--- src/rtl/vpu_ub_writer_if.sv ---
// Handshake bundle between VPU result lanes, tile control and the UB write port.
// The writer sits on the slave side; the master drives lanes, control and UB ready.
interface vpu_ub_writer_if #(
  parameter int ADDR_W = 8
);
  logic              start;
  logic [ADDR_W-1:0] base_addr;
  logic signed [15:0] vpu_data_in_1;
  logic signed [15:0] vpu_data_in_2;
  logic              vpu_valid_in_1;
  logic              vpu_valid_in_2;
  logic              vpu_ready_out_1;
  logic              vpu_ready_out_2;
  logic              ub_wr_en;
  logic [ADDR_W-1:0] ub_wr_addr;
  logic signed [15:0] ub_wr_data;
  logic              ub_wr_ready;
  logic              busy;
  logic              done;

  modport slave (
    input  start, base_addr,
    input  vpu_data_in_1, vpu_data_in_2,
    input  vpu_valid_in_1, vpu_valid_in_2,
    output vpu_ready_out_1, vpu_ready_out_2,
    output ub_wr_en, ub_wr_addr, ub_wr_data,
    input  ub_wr_ready,
    output busy, done
  );

  modport master (
    output start, base_addr,
    output vpu_data_in_1, vpu_data_in_2,
    output vpu_valid_in_1, vpu_valid_in_2,
    input  vpu_ready_out_1, vpu_ready_out_2,
    input  ub_wr_en, ub_wr_addr, ub_wr_data,
    output ub_wr_ready,
    input  busy, done
  );
endinterface

--- src/rtl/vpu_ub_writer.sv ---
// VPU write-back engine: two lane FIFOs round-robin merged onto one UB write port.
// Elements land row-major from the latched base address; done pulses per tile.
module vpu_ub_writer #(
  parameter int B          = 4,
  parameter int D_OUT      = 2,
  parameter int ADDR_W     = 8,
  parameter int FIFO_DEPTH = 4
) (
  input  logic           clk,
  input  logic           rst,
  vpu_ub_writer_if.slave bus
);
  localparam int COLS = D_OUT / 2;
  localparam int RW   = (B > 1) ? $clog2(B) : 1;
  localparam int CW   = (COLS > 1) ? $clog2(COLS) : 1;
  localparam int PW   = $clog2(FIFO_DEPTH);
  localparam int EW   = ADDR_W + 16;
  localparam logic [PW:0] FULL = (PW+1)'(FIFO_DEPTH);

  localparam logic [1:0] S_IDLE  = 2'd0;
  localparam logic [1:0] S_RUN   = 2'd1;
  localparam logic [1:0] S_DRAIN = 2'd2;
  localparam logic [1:0] S_DONE  = 2'd3;

  logic [1:0]        state_q, state_d;
  logic [ADDR_W-1:0] base_q;
  logic [RW-1:0]     row_q [2];
  logic [CW-1:0]     col_q [2];
  logic [1:0]        cmp_q;
  logic [EW-1:0]     mem_q [2][FIFO_DEPTH];
  logic [PW-1:0]     wp_q [2];
  logic [PW-1:0]     rp_q [2];
  logic [PW:0]       cnt_q [2];
  logic [PW:0]       cnt_d [2];
  logic              rr_q, gnt_q, lock_q;

  logic [1:0]        vld, rdy, push, pop, ne;
  logic signed [15:0] din [2];
  logic [ADDR_W-1:0] addr [2];
  logic              cand, wr_go, start_ok, drained;
  logic [EW-1:0]     head;

  assign vld      = {bus.vpu_valid_in_2, bus.vpu_valid_in_1};
  assign din[0]   = bus.vpu_data_in_1;
  assign din[1]   = bus.vpu_data_in_2;
  assign start_ok = bus.start && (state_q == S_IDLE);

  always_comb begin
    for (int k = 0; k < 2; k++) begin
      ne[k]   = cnt_q[k] != '0;
      rdy[k]  = (state_q == S_RUN) && (cnt_q[k] != FULL) && !cmp_q[k];
      push[k] = vld[k] && rdy[k];
      addr[k] = base_q
              + ADDR_W'(row_q[k]) * ADDR_W'(D_OUT)
              + ADDR_W'(col_q[k]) * ADDR_W'(2)
              + ADDR_W'(k);
    end
  end

  // A stalled write keeps its lane even if the preferred lane fills meanwhile.
  always_comb begin
    cand = ne[rr_q] ? rr_q : ~rr_q;
    if (lock_q) cand = gnt_q;
  end

  assign head   = mem_q[cand][rp_q[cand]];
  assign wr_go  = (|ne) && bus.ub_wr_ready;
  assign pop[0] = wr_go && !cand;
  assign pop[1] = wr_go && cand;

  always_comb begin
    for (int k = 0; k < 2; k++) begin
      cnt_d[k] = cnt_q[k] + (PW+1)'(push[k]) - (PW+1)'(pop[k]);
    end
    drained = (cnt_d[0] == '0) && (cnt_d[1] == '0);
  end

  always_comb begin
    state_d = state_q;
    unique case (state_q)
      S_IDLE:  if (start_ok) state_d = S_RUN;
      S_RUN:   if (&cmp_q) state_d = drained ? S_DONE : S_DRAIN;
      S_DRAIN: if (drained) state_d = S_DONE;
      default: state_d = S_IDLE;
    endcase
  end

  always_ff @(posedge clk or negedge rst) begin
    if (!rst) begin
      state_q <= S_IDLE;
      base_q  <= '0;
      cmp_q   <= '0;
      rr_q    <= 1'b0;
      gnt_q   <= 1'b0;
      lock_q  <= 1'b0;
      for (int k = 0; k < 2; k++) begin
        row_q[k] <= '0;
        col_q[k] <= '0;
        wp_q[k]  <= '0;
        rp_q[k]  <= '0;
        cnt_q[k] <= '0;
      end
    end else begin
      state_q <= state_d;
      lock_q  <= (|ne) && !bus.ub_wr_ready;
      gnt_q   <= cand;
      if (start_ok) begin
        base_q <= bus.base_addr;
        cmp_q  <= '0;
        rr_q   <= 1'b0;
        for (int k = 0; k < 2; k++) begin
          row_q[k] <= '0;
          col_q[k] <= '0;
        end
      end else if (wr_go) begin
        rr_q <= ~cand;
      end
      for (int k = 0; k < 2; k++) begin
        cnt_q[k] <= cnt_d[k];
        if (pop[k]) rp_q[k] <= rp_q[k] + 1'b1;
        if (push[k]) begin
          wp_q[k] <= wp_q[k] + 1'b1;
          if (row_q[k] == RW'(B-1)) begin
            row_q[k] <= '0;
            if (col_q[k] == CW'(COLS-1)) begin
              col_q[k] <= '0;
              cmp_q[k] <= 1'b1;
            end else begin
              col_q[k] <= col_q[k] + 1'b1;
            end
          end else begin
            row_q[k] <= row_q[k] + 1'b1;
          end
        end
      end
    end
  end

  always_ff @(posedge clk) begin
    for (int k = 0; k < 2; k++) begin
      if (push[k]) mem_q[k][wp_q[k]] <= {addr[k], din[k]};
    end
  end

  assign bus.vpu_ready_out_1 = rdy[0];
  assign bus.vpu_ready_out_2 = rdy[1];
  assign bus.ub_wr_en   = |ne;
  assign bus.ub_wr_addr = bus.ub_wr_en ? head[EW-1:16] : '0;
  assign bus.ub_wr_data = bus.ub_wr_en ? head[15:0] : '0;
  assign bus.busy = state_q != S_IDLE;
  assign bus.done = state_q == S_DONE;
endmodule
--- src/flat_wrapper.sv ---
// flat-port wrapper written by rule: the top's interface ports become plain ports
module vpu_ub_writer_flat 
#(
  parameter int B          = 4,
  parameter int D_OUT      = 2,
  parameter int ADDR_W     = 8,
  parameter int FIFO_DEPTH = 4
)
  (clk, rst, bus_start, bus_base_addr, bus_vpu_data_in_1, bus_vpu_data_in_2, bus_vpu_valid_in_1, bus_vpu_valid_in_2, bus_vpu_ready_out_1, bus_vpu_ready_out_2, bus_ub_wr_en, bus_ub_wr_addr, bus_ub_wr_data, bus_ub_wr_ready, bus_busy, bus_done);
  vpu_ub_writer_if #(.ADDR_W(ADDR_W)) bus_i ();
  input  logic clk;
  input  logic rst;
  input wire logic [$bits(bus_i.start)-1:0] bus_start;
  input wire logic [$bits(bus_i.base_addr)-1:0] bus_base_addr;
  input wire logic [$bits(bus_i.vpu_data_in_1)-1:0] bus_vpu_data_in_1;
  input wire logic [$bits(bus_i.vpu_data_in_2)-1:0] bus_vpu_data_in_2;
  input wire logic [$bits(bus_i.vpu_valid_in_1)-1:0] bus_vpu_valid_in_1;
  input wire logic [$bits(bus_i.vpu_valid_in_2)-1:0] bus_vpu_valid_in_2;
  output wire logic [$bits(bus_i.vpu_ready_out_1)-1:0] bus_vpu_ready_out_1;
  output wire logic [$bits(bus_i.vpu_ready_out_2)-1:0] bus_vpu_ready_out_2;
  output wire logic [$bits(bus_i.ub_wr_en)-1:0] bus_ub_wr_en;
  output wire logic [$bits(bus_i.ub_wr_addr)-1:0] bus_ub_wr_addr;
  output wire logic [$bits(bus_i.ub_wr_data)-1:0] bus_ub_wr_data;
  input wire logic [$bits(bus_i.ub_wr_ready)-1:0] bus_ub_wr_ready;
  output wire logic [$bits(bus_i.busy)-1:0] bus_busy;
  output wire logic [$bits(bus_i.done)-1:0] bus_done;
  assign bus_i.start = bus_start;
  assign bus_i.base_addr = bus_base_addr;
  assign bus_i.vpu_data_in_1 = bus_vpu_data_in_1;
  assign bus_i.vpu_data_in_2 = bus_vpu_data_in_2;
  assign bus_i.vpu_valid_in_1 = bus_vpu_valid_in_1;
  assign bus_i.vpu_valid_in_2 = bus_vpu_valid_in_2;
  assign bus_vpu_ready_out_1 = bus_i.vpu_ready_out_1;
  assign bus_vpu_ready_out_2 = bus_i.vpu_ready_out_2;
  assign bus_ub_wr_en = bus_i.ub_wr_en;
  assign bus_ub_wr_addr = bus_i.ub_wr_addr;
  assign bus_ub_wr_data = bus_i.ub_wr_data;
  assign bus_i.ub_wr_ready = bus_ub_wr_ready;
  assign bus_busy = bus_i.busy;
  assign bus_done = bus_i.done;
  vpu_ub_writer #(.B(B), .D_OUT(D_OUT), .ADDR_W(ADDR_W), .FIFO_DEPTH(FIFO_DEPTH)) u_core (.clk(clk), .rst(rst), .bus(bus_i));
endmodule
--- config.mk ---
export PLATFORM = sky130hd
export DESIGN_NAME = vpu_ub_writer_flat
export DESIGN_NICKNAME = d
export VERILOG_FILES = /design/src/rtl/vpu_ub_writer_if.sv /design/src/rtl/vpu_ub_writer.sv /design/src/flat_wrapper.sv
export SDC_FILE = /design/constraint.sdc
export NUM_CORES = 1
export LEC_CHECK = 0
export BUFFER_PORTS_ARGS = -buffer_cell sky130_fd_sc_hd__buf_4
export CAP_MARGIN = 5
export CORE_ASPECT_RATIO = 0.9
export CORE_MARGIN = 2
export CORE_UTILIZATION = 25
export CTS_CLUSTER_DIAMETER = 30
export DETAILED_ROUTE_END_ITERATION = 6
export SYNTH_ARGS = -nofsm -noshare
export SYNTH_HDL_FRONTEND = slang
export SYNTH_SLANG_ARGS = --single-unit
export TNS_END_PERCENT = 100
--- constraint.sdc ---
create_clock -name clk -period 3.7 [get_ports clk]
set_clock_uncertainty 0.05 [all_clocks]
set_input_delay 0.37 -clock clk [delete_from_list [all_inputs] [get_ports clk]]
set_output_delay 0.37 -clock clk [all_outputs]
set_load 0.01 [all_outputs]
## Word level (Yosys, flattened, before mapping)

Memories as Yosys holds them, arrays and structs flattened.
Index checks and enable logic that the tools add are counted.

| word-level totals | value |
|---|---|
| register bits | 35 |
| bits in latches | 0 |
| memory bits (writable) | 192 |
| ROM bits | 0 |
| input port bits | 46 |
| output and inout bits | 29 |
| word-level logic and storage cells | 133 |
| memories | 1 |

| operators by class | value |
|---|---|
| $add $sub $neg | 17 |
| multiply operators | 0 |
| divide/modulo/power cells | 0 |
| $lt $le $gt $ge | 7 |
| equal/unequal tests | 10 |
| shift-type cells | 0 |
| multiplexer cells | 46 |
| bitwise operators | 6 |
| reductions and logical operators | 30 |

Memories:

| name | words | width | read ports | clocked after memory_dff | wr ports | RTL line | RTL |
|---|---|---|---|---|---|---|---|
| u_core.mem_q | 2 | 96 | 1 | 0 | 2 | vpu_ub_writer.sv:30 | `logic [EW-1:0] mem_q [2][FIFO_DEPTH];` |

Operator list:

| operator | number |
|---|---|
| 96-bit two-way mux | 2 |
| 24-bit demux with 2-bit select | 2 |
| 24-bit two-way mux | 4 |
| 24-bit binary-select mux with 2-bit select | 1 |
| 2-bit two-way mux | 12 |
| 1-bit two-way mux | 21 |
| 8-bit by 2-bit adder with 8-bit output | 2 |
| 8-bit by 3-bit adder with 8-bit output | 2 |
| 16-bit two-way mux | 1 |
| 1-bit logical AND | 14 |
| 2-bit by 1-bit adder with 2-bit output, second input constant | 6 |
| 3-bit greater-or-equal comparator, second input constant | 3 |
| 2-bit inverter with 3-bit output | 3 |
| 8-bit by 1-bit adder with 8-bit output, second input constant | 1 |
| 2-bit equality test, second input constant | 4 |
| 8-bit two-way mux | 1 |
| 2-bit nonzero test | 4 |
| 3-bit by 1-bit adder with 3-bit output | 2 |
| 3-bit zero test | 2 |
| 3-bit by 1-bit < comparator with 1-bit output, second input constant | 2 |
| 3-bit inequality test, second input constant | 2 |
| 2-bit case mux with 3 select lines | 1 |
| 3-bit nonzero test | 2 |
| 3-bit by 1-bit subtractor with 3-bit output | 2 |
| 14 further kinds | 20 |

## Depth between registers and ports, before layout

Gate-level depths: netlist of the first run.

| logic depth | value |
|---|---|
| depth after elaboration | 14 |
| mapped depth | 17 |
| depth with buffers taken out | 15 |

## Least setup slack after synthesis of the first run

OpenSTA, ideal clock, no wires.

| timing | value |
|---|---|
| kind | reg2reg |
| from | reg u_core.cnt_q[1] (netlist name) |
| to | reg u_core.state_q[0] |
| setup time | 0.125 ns |
| arrival | 3.628 ns |
| path slack | -0.102 ns |
| cell stages (with the launch flop) | 18 |
| cells stage by stage | dfrtp_1 or4b_4 o211ai_2 and2_1 buf_6 inv_4 buf_6 nor2_4 ha_1 inv_1 ha_1 inv_1 fa_1 inv_1 nor4_1 nand3_1 a221o_1 mux2_2 |

RTL lines:

| what | RTL line | RTL |
|---|---|---|
| start: declaration | vpu_ub_writer.sv:33 | `logic [PW:0] cnt_q [2];` |
| start signal: indexed assignment | vpu_ub_writer.sv:119 | `cnt_q[k] <= cnt_d[k];` |
| end signal: assignment | vpu_ub_writer.sv:104 | `state_q <= state_d;` |
| end: declaration | vpu_ub_writer.sv:25 | `logic [1:0] state_q, state_d;` |

==> flow_summary.ini, run 1 <==
[power]
cellPowerDensity_mw_per_mm2 = 911.6
ir_drop_mv = 0.4257
static-leakage-power_nw = 5.265
total_power_w = 0.01212

[grt]
antenna_found_initial = 1
grt_util_all_layers_pct = 11.94
grt_pass1_wl_um = 38380
grt_pass1_vias = 6542
grt-ovfl-total = 0
grt_start_max_net_pins = 43

[outcome]
outcome = finished, final reports clean

[yosys]
synth_edf_count = 192
synth.yosys.seq_area_share_pct = 65.63
syn_inst = 712
netlist_area_mm2 = 0.01012
ys_seq_elements = 227
ys_types = 48
synthArstFlopShare_pct = 15.42
synth_fp_nets = 789
avgSynthCellArea_um2 = 14.21
ys_warn_count = 0
ys.flop_type = edfxtp_1

[cts]
path_clk_slew_ps = 50
cts_sinks = 227
cts_buffer_depth = 3
cts_tree = done
cts_htree_levels = 2
clkLatencyLatePin_ps = 520
cts_buffers = 45
cts_root_buffer = clkbuf_16

[sta]
drv_slew = 0
fin_crit_sh_pct = 96.31
relSlewSlack_pct = 31.64
finalHoldViolCount = 0
fmax_mhz = 280.6
setup_viol = 0
fin_crit_ps = 3563
tightest_slew_ps = 1025

[floorplan]
core_mm2 = 0.03971
rows = 69
top_level_ports = 75
die_w_um = 216.1
dieArea_mm2 = 0.04211
fp.dieH_um = 194.9
start_util_pct = 25.48

[min_path]
min_to = u_core.mem_q[0][13]
hold_class = in2reg
hold_depth = 1
min-delay-start = bus_vpu_data_in_1[13]

[cells_and_area]
fill_cells = 3951
fin_util_pct = 33.48
fin_nets = 940
layout-drive-gt1-share_pct = 22.88
final_cells = 1429
area_growth_pct = 31.38

[drt]
via_count = 6339
wirelength_um = 25290
drtPass1Iterations = 7
antenna_left = 0
drt-vias-per-instance = 4.436
post-route-drc-count = 0
drtIter0Drc = 400
post_drt_wl_per_cell_um = 17.70

[setup_path]
cp.arrival_ps = 3910
cp.required_ps = 4050
worst-r2r-setup-slack_ps = 140
rr_worst_depth = 14
timing.rr.end = u_core.state_q[1]
cp-end-kind = register
critical_path_class = reg2reg
r2r-start = u_core.cnt_q[0]
crit_fanout = 4
start_kind = register

[place]
dpl.cell_count = 1311
hpwl_um = 15170
place.gp.congestion = 0.7552
port_buffers = 74

[flow_run]
max_cap_viol_count = 0
## cell type report
cell class / count / area (um2) / area share, %
clock inverters: 32 / 362.8 / 2.729
repair buffers: 138 / 1131 / 8.507
multi-input cells: 392 / 3128 / 23.53
flip-flops and latches: 227 / 6644 / 49.97
diodes: 1 / 2.502 / 0.01882
clock buffers: 48 / 1137 / 8.554
inverters: 59 / 224.0 / 1.685
well taps: 532 / 665.6 / 5.007
## critical path: stages (launching register included)
cell and delay (ps):
dfrtp_1 390, or4b_4 530, o211ai_2 100, and2_4 200
nor2_1 80, ha_1 290, inv_1 60, ha_1 130
inv_1 50, fa_1 470, inv_1 80, nor4_4 270
nand3_1 110, a221o_1 340, mux2_2 280
## logic make-up (layout without fill, tap and decap cells)
| family | count (synthesis) | count (layout) | synth area share, % |
|---|---|---|---|
| AND/OR/NAND/NOR | 148 | 148 | 7.196 |
| other | 0 | 1 | 0 |
| flip-flops | 227 | 227 | 65.63 |
| buffers and inverters | 93 | 277 | 3.994 |
| AO/OA/AOI/OAI | 87 | 87 | 6.553 |
| multiplexers | 107 | 107 | 10.71 |
| XOR/XNOR | 19 | 19 | 1.644 |
| adder cells (fa/ha/maj) | 31 | 31 | 4.278 |
## per-layer routing
metal	vias to the layer above	routed length (um)	global-route usage, %
met3	53	1565	2.848
met2	190	11520	18.59
li1	2960	-	-
met1	3136	11530	16.14
met5	-	0	0
met4	0	671	4.439
## cell usage after synthesis (all sizes together) (2+ instances only)
library cell,count,share of area (%)
a21o,2,0.15
a21oi,14,0.69
a32o,24,2.4
and2,4,0.25
and3,11,0.68
buf,17,1.1
clkbuf,17,0.64
dfrtp,35,8.7
edfxtp,192,57
fa,6,1.2
ha,25,3.1
inv,59,2.2
mux2,10,1.1
mux2i,97,9.6
nand2,79,3.0
nand2b,3,0.19
nand3,11,0.54
nand4,8,0.49
nor2,15,0.63
nor3,2,0.15
o211ai,9,0.72
o21ai,10,0.49
o22ai,15,0.93
o41ai,8,0.69
or3b,9,0.78
xnor2,10,0.87
xor2,9,0.78
## cell usage in the layout (no fill, tap or decap), types with 8 or more instances in the layout
cell type and instances:
edfxtp_1 192, buf_4 104, mux2i_1 97, nand2_1 77, inv_1 58, clkbuf_16 45
dlygate4sd3_1 33, dfrtp_1 33, ha_1 25, a32o_1 24, o22ai_1 15, nor2_1 14
a21oi_1 14, and3_1 11, nand3_1 11, o21ai_0 10, mux2_2 10, xor2_1 8
xnor2_1 8, nand4_1 8, o41ai_1 8, o211ai_1 8, or3b_1 8
## state kept, by name, summed over array words and instances, names as in the netlist
| signal | cells |
|---|---|
| u_core.gnt_q | 1 |
| u_core.base_q | 8 |
| u_core.rp_q | 4 |
| u_core.row_q | 4 |
| u_core.cnt_q | 6 |
| u_core.lock_q | 1 |
| u_core.mem_q | 192 |
| u_core.rr_q | 1 |
| u_core.col_q | 2 |
| u_core.state_q | 2 |
| u_core.wp_q | 4 |
| u_core.cmp_q | 2 |
## metrics by stage
step / area [um2] / setup WS (ps) / hold WS, ps / setup TNS [ps]
6_report: 13300 / 136.6 / 25.62 / 0
5_1_grt: 13300 / -14.52 / 8.853 / -23.73
4_1_cts: 13220 / 38.00 / 1.042 / 0
3_5_place_dp: 11380 / 5.062 / 320.5 / 0
3_3_place_gp: 11380 / 60.42 / 320.8 / 0
2_1_floorplan: 10130 / 11.53 / 24.41 / 0
## timing repair
action,CTS,global route
hold buffers,33,0
resized for setup,1,8
buffers inserted,1,3
pin swaps,1,1
endpoints found under the setup margin,2,2
hold endpoints to repair,156,0
## power breakdown
| part | leakage, nW | internal, W | switching (W) |
|---|---|---|---|
| clock | 0.727 | 0.00271 | 0.00132 |
| combinational | 2.38 | 0.00191 | 0.00248 |
| sequential | 2.16 | 0.00336 | 0.000350 |
| total | 5.27 | 0.00797 | 0.00415 |
## how the worst max path moves through the flow
stage | startpoint | endpoint | slack (ps) | cells past startpoint
global placement | u_core.cnt_q[0] | u_core.state_q[1] | 60 | 14
CTS | u_core.cnt_q[0] | u_core.state_q[1] | 40 | 14
floorplan | u_core.cnt_q[2] | u_core.state_q[0] | 10 | 17
detailed placement | u_core.cnt_q[0] | u_core.state_q[1] | 5 | 14
global route | u_core.cnt_q[0] | u_core.state_q[0] | -10 | 15
finish | u_core.cnt_q[0] | u_core.state_q[1] | 140 | 14
No activity file was read; power rests on OpenSTA's default activity.
==> run 2, diff against run 1 <==
--- a/config.mk
+++ b/config.mk
@@ -12,6 +12,8 @@
 export CORE_UTILIZATION = 25
 export CTS_CLUSTER_DIAMETER = 30
 export DETAILED_ROUTE_END_ITERATION = 6
+export RECOVER_POWER = 25
+export REMOVE_ABC_BUFFERS = 1
 export SYNTH_ARGS = -nofsm -noshare
 export SYNTH_HDL_FRONTEND = slang
 export SYNTH_SLANG_ARGS = --single-unit
==> flow_summary.ini, run 2 (synthesis gave the netlist of run 1 again) <==
[sta]
fin_hold_ws_ps = 24.83
tightest_slew_ps = 2037
finalHoldViolCount = 0
fin_crit_sh_pct = 96.33
setup_viol = 0
drv_slew = 36
tns_ps = 0
fin_crit_ps = 3564
relSlewSlack_pct = -35.81
fmax_mhz = 280.6

[power]
switchingPower_w = 0.004099
p_int_w = 0.007600
ir_drop_mv = 0.3430
seq_power_share_pct = 31.5
clkPwrFrac_pct = 31.3
cellPowerDensity_mw_per_mm2 = 893.1
pwr-share-comb_pct = 37.2
power.share.switching_pct = 35.04
total_power_w = 0.01170
static-leakage-power_nw = 5.128

[outcome]
violations = max-capacitance violations, max-slew violations
outcome = finished with violations

[grt]
grt_start_max_net_pins = 43
grt_util_all_layers_pct = 11.84
grt_pass1_wl_um = 38290
grt_pass1_vias = 6600
grt-ovfl-total = 0
antenna_found_initial = 0

[drt]
via_count = 6285
wirelength_um = 24900
drtPass1Iterations = 5
drtIter0Drc = 499
post-route-drc-count = 0
met1Wirelength_um = 11370
top_layer_used = met4
drt-vias-per-instance = 4.386
antenna_left = 0
post_drt_wl_per_cell_um = 17.38
wl_met3_um = 1397
wl_met2_um = 11620

[cts]
cts_root_buffer = clkbuf_16
cts_buffers = 41
cts_sinks = 227
clkLatencyLatePin_ps = 520
cts_htree_levels = 2
cts_tree = done
cts_buffer_depth = 3
path_clk_slew_ps = 50

[floorplan]
rows = 69
top_level_ports = 75
fp.dieH_um = 194.9
die_w_um = 216.1
dieArea_mm2 = 0.04211
start_util_pct = 25.48
core_mm2 = 0.03971

[cells_and_area]
final_area_mm2 = 0.01310
largest_reg_flops = 192
layout-drive-gt1-share_pct = 19.98
area_growth_pct = 29.44
final_cell_mix = 192 x edfxtp_1, 97 x mux2i_1, 84 x buf_4
final_common_cell = edfxtp_1
fin_nets = 947
diodes = 0
final_cells = 1433
fill_cells = 3932

[setup_path]
start_kind = register
critPathLaunch = u_core.cnt_q[2]
rr_worst_depth = 14
cp-end-kind = output port
critPathMaxStageDelay_ps = 550
cp_num_buf_inv = 4
worst-r2r-setup-slack_ps = 140
crit_fanout = 9
critical_path_class = reg2out
critical-path-slowest-cell = or4b_4
path_delay_family = simple AND/OR/NAND/NOR gates
cp.arrival_ps = 3140
cp.required_ps = 3280
crit_path_cell_trace = or4b_4, o211ai_2, buf_4, buf_4, a21bo_2, and3_1, buf_4, a32o_1, buf_4
cpMostUsedCell = buf_4
r2r-start = u_core.cnt_q[2]
timing.rr.end = u_core.state_q[0]

[place]
dpl.cell_count = 1322
dpl_cell_area_mm2 = 0.01145
port_buffers = 74
hpwl_um = 15350
place.gp.congestion = 0.7625

[flow_run]
max_cap_viol_count = 1

[min_path]
min-delay-start = bus_base_addr[4]
min_to = u_core.base_q[4]
hold_class = in2reg
hold_depth = 2
run 2: changes by cell type in the layout (fill, tap and decap cells not counted), sizes merged:
| cell | before | now |
|---|---|---|
| clkbuf | 48 | 72 |
| buf | 105 | 84 |
| inv | 64 | 68 |
| bufinv | 7 | 4 |
| dlygate4sd3 | 33 | 35 |
| clkinv | 16 | 15 |
| diode | 1 | 0 |
run 2: power groups by stage:
stage	logic (W)	registers, W	clock network, W
6_report	0.00435	0.00369	0.00366
5_1_grt	0.00477	0.00374	0.00386
4_1_cts	0.00437	0.00369	0.00375
3_5_place_dp	0.00429	0.00374	0
3_3_place_gp	0.00424	0.00372	0
2_1_floorplan	0.00239	0.00379	0
run 2: timing repair:
item	in CTS	in global routing
buffers inserted	0	2
endpoints found under the setup margin	2	2
hold buffers	35	0
gates cloned	0	0
gates resized for setup	2	4
pin swaps	0	7
endpoints found under the hold margin	160	0
run 2: worst max-delay path by stage:
stage                              endpoint  slack (ps)  cells past startpoint
after floorplan           u_core.state_q[0]        -660                     15
after detailed placement  u_core.state_q[0]         -40                     14
final                     bus_ub_wr_addr[2]         140                      9
after global placement    u_core.state_q[1]          20                     15
after global routing      u_core.state_q[0]         -20                     14
after CTS                 u_core.state_q[0]          50                     15
run 2: metal layers:
| layer | up-vias | track usage (%) |
|---|---|---|
| met5 | - | 0 |
| met4 | 0 | 3.475 |
| met3 | 48 | 2.739 |
| met2 | 167 | 19.15 |
| met1 | 3090 | 15.80 |
| li1 | 2980 | - |
run 2: per-stage QoR:
stage          util, %  setup slack, ps
2_1_floorplan        -           -655.6
3_3_place_gp     28.83            22.26
3_5_place_dp     28.83           -40.26
4_1_cts          33.19            53.10
5_1_grt          32.98           -21.50
6_report         32.98            135.8
run 2: final cells by class:
cell class	instances	area [um2]	share of cell area, %
tap	532	665.6	5.082
clock inverter	32	342.8	2.617
inverter	59	224.0	1.710
timing repair buffer	149	1094	8.348
clock buffer	42	1030	7.861
multi-input combinational	392	3099	23.66
sequential	227	6644	50.72
run 2: worst register-to-register path, cell delays in order (launching register included):
cell      delay [ps]
dfrtp_1          380
or4b_4           550
o211ai_2          90
and2_4           210
nor2_1            80
ha_1             280
inv_1             60
ha_1             130
inv_1             50
fa_1             490
inv_2             60
nor4_4           270
nand3_1          110
a221o_1          360
mux2_2           280
==> run 3, diff against run 2 <==
==> constraint.sdc (replaced) <==
create_clock -name clk -period 3.45 [get_ports clk]
set_clock_uncertainty 0.05 [all_clocks]
set_input_delay 0.345 -clock clk [delete_from_list [all_inputs] [get_ports clk]]
set_output_delay 0.345 -clock clk [all_outputs]
set_load 0.01 [all_outputs]
==> flow_summary.ini, run 3 (synthesis gave the netlist of run 1 again) <==
[cts]
cts_tree = done
cts_buffer_depth = 3
clkLatencyLatePin_ps = 510
cts_sinks = 227
path_clk_slew_ps = 50
cts_buffers = 40
cts_htree_levels = 2
cts_root_buffer = clkbuf_16

[grt]
grt_pass1_wl_um = 38260
antenna_found_initial = 0
grt_start_max_net_pins = 43
grt-ovfl-total = 0
grt_pass1_vias = 6602
grt_util_all_layers_pct = 11.78

[floorplan]
core_mm2 = 0.03971
top_level_ports = 75
start_util_pct = 25.48
fp.dieH_um = 194.9
die_w_um = 216.1
rows = 69
dieArea_mm2 = 0.04211

[drt]
post_drt_wl_per_cell_um = 17.20
post-route-drc-count = 0
drt-vias-per-instance = 4.384
via_count = 6318
drtIter0Drc = 430
antenna_left = 0
wirelength_um = 24790
drtPass1Iterations = 6

[place]
hpwl_um = 15080
place.gp.congestion = 0.7475
dp_slack_ps = -236.5
dpl.cell_count = 1326
dpl_cell_area_mm2 = 0.01148
port_buffers = 74

[sta]
tightest_slew_ps = 1978
rsz0062_at_grt = true
fin_crit_sh_pct = 100.7
fmax_mhz = 287.7
setup_viol = 2
drv_slew = 36
fin_crit_ps = 3475
relSlewSlack_pct = -31.86
tns_ps = -42.88
fin_ws_ps = -25.37
finalHoldViolCount = 0

[setup_path]
start_kind = register
cp.arrival_ps = 3810
crit_fanout = 3
cp.required_ps = 3790
cp-end-kind = register
critical_path_class = reg2reg

[power]
clkPwrFrac_pct = 30.8
seq_power_share_pct = 30.6
static-leakage-power_nw = 5.194
pwr-share-comb_pct = 38.6
switchingPower_w = 0.004433
power.share.switching_pct = 34.90
p_int_w = 0.008270
cellPowerDensity_mw_per_mm2 = 958.5
ir_drop_mv = 0.4977

[cells_and_area]
final_cell_mix = 192 x edfxtp_1, 98 x buf_4, 97 x mux2i_1
final_cells = 1441
largest_reg_flops = 192
final_common_cell = edfxtp_1
layout-drive-gt1-share_pct = 22.77
final-seq-area_mm2 = 0.006644
fill_cells = 3913
final_area_mm2 = 0.01325
diodes = 0
area_growth_pct = 30.96
multi_input_area_mm2 = 0.003173
fin_nets = 954

[outcome]
violations = max-capacitance violations, max-slew violations, negative setup slack
outcome = finished with violations

[min_path]
hold_class = in2reg

[flow_run]
max_cap_viol_count = 1
run 3: metal layers:
layer | part of all wire [%] | global-route usage [%] | vias to the layer above
met5 | 0 | 0 | -
met4 | 1.4 | 2.841 | 0
met3 | 5.8 | 2.801 | 33
met2 | 46 | 18.36 | 176
met1 | 47 | 16.49 | 3114
li1 | - | - | 2995
run 3: worst paths after layout:
kind	from	depth (start not counted)	end	slack, ps
worst max-delay path	u_core.cnt_q[0]	15	u_core.state_q[1]	-30
worst min-delay path	bus_base_addr[1]	2	u_core.base_q[1]	20
worst max register to register	u_core.cnt_q[0]	15	u_core.state_q[1]	-30
worst min register to register	u_core.rp_q[1]	1	u_core.rp_q[1]	430
max in group asynchronous	rst	2	u_core.rp_q[2]	1180
min in group asynchronous	rst	2	u_core.wp_q[3]	890
run 3: cell type report:
| cell class | instances | area share [%] |
|---|---|---|
| clock buffers | 43 | 7.798 |
| clock inverters | 31 | 2.483 |
| inverters | 59 | 1.690 |
| multi-input cells | 392 | 23.94 |
| flip-flops and latches | 227 | 50.13 |
| well taps | 532 | 5.023 |
| repair buffers | 157 | 8.931 |
run 3: worst max-delay path: stages, from the launching register on:
cell      delay, ps
dfrtp_1         380
or4b_4          550
o211ai_2         90
and2_4          200
inv_4            40
nor2_4          110
ha_4            210
inv_2            60
ha_4            120
inv_2            30
fa_2            370
xnor2_2         160
xor2_1          210
nand3_1         110
a221o_1         360
mux2_4          310
run 3: power groups by stage:
stage	combinational [W]	clock, W	sequential (W)
2_1_floorplan	0.00257	0	0.00406
3_3_place_gp	0.00464	0	0.00392
3_5_place_dp	0.00469	0	0.00394
4_1_cts	0.00491	0.00400	0.00389
5_1_grt	0.00534	0.00414	0.00394
6_report	0.00490	0.00391	0.00389
run 3: per-stage QoR:
step	hold WS [ps]	total power [W]	util [%]
2_1_floorplan	-0.5911	0.006626	-
3_3_place_gp	286.7	0.008563	28.90
3_5_place_dp	292.2	0.008628	28.90
4_1_cts	6.804	0.01280	33.45
5_1_grt	4.815	0.01342	33.37
6_report	23.56	0.01270	33.37
run 3: what timing repair did:
| action | CTS | global route |
|---|---|---|
| setup endpoints to repair | 2 | 5 |
| gates resized for setup | 18 | 5 |
| hold endpoints to repair | 165 | 0 |
| buffers inserted | 2 | 4 |
| hold buffers | 35 | 0 |
| pin swaps | 12 | 5 |
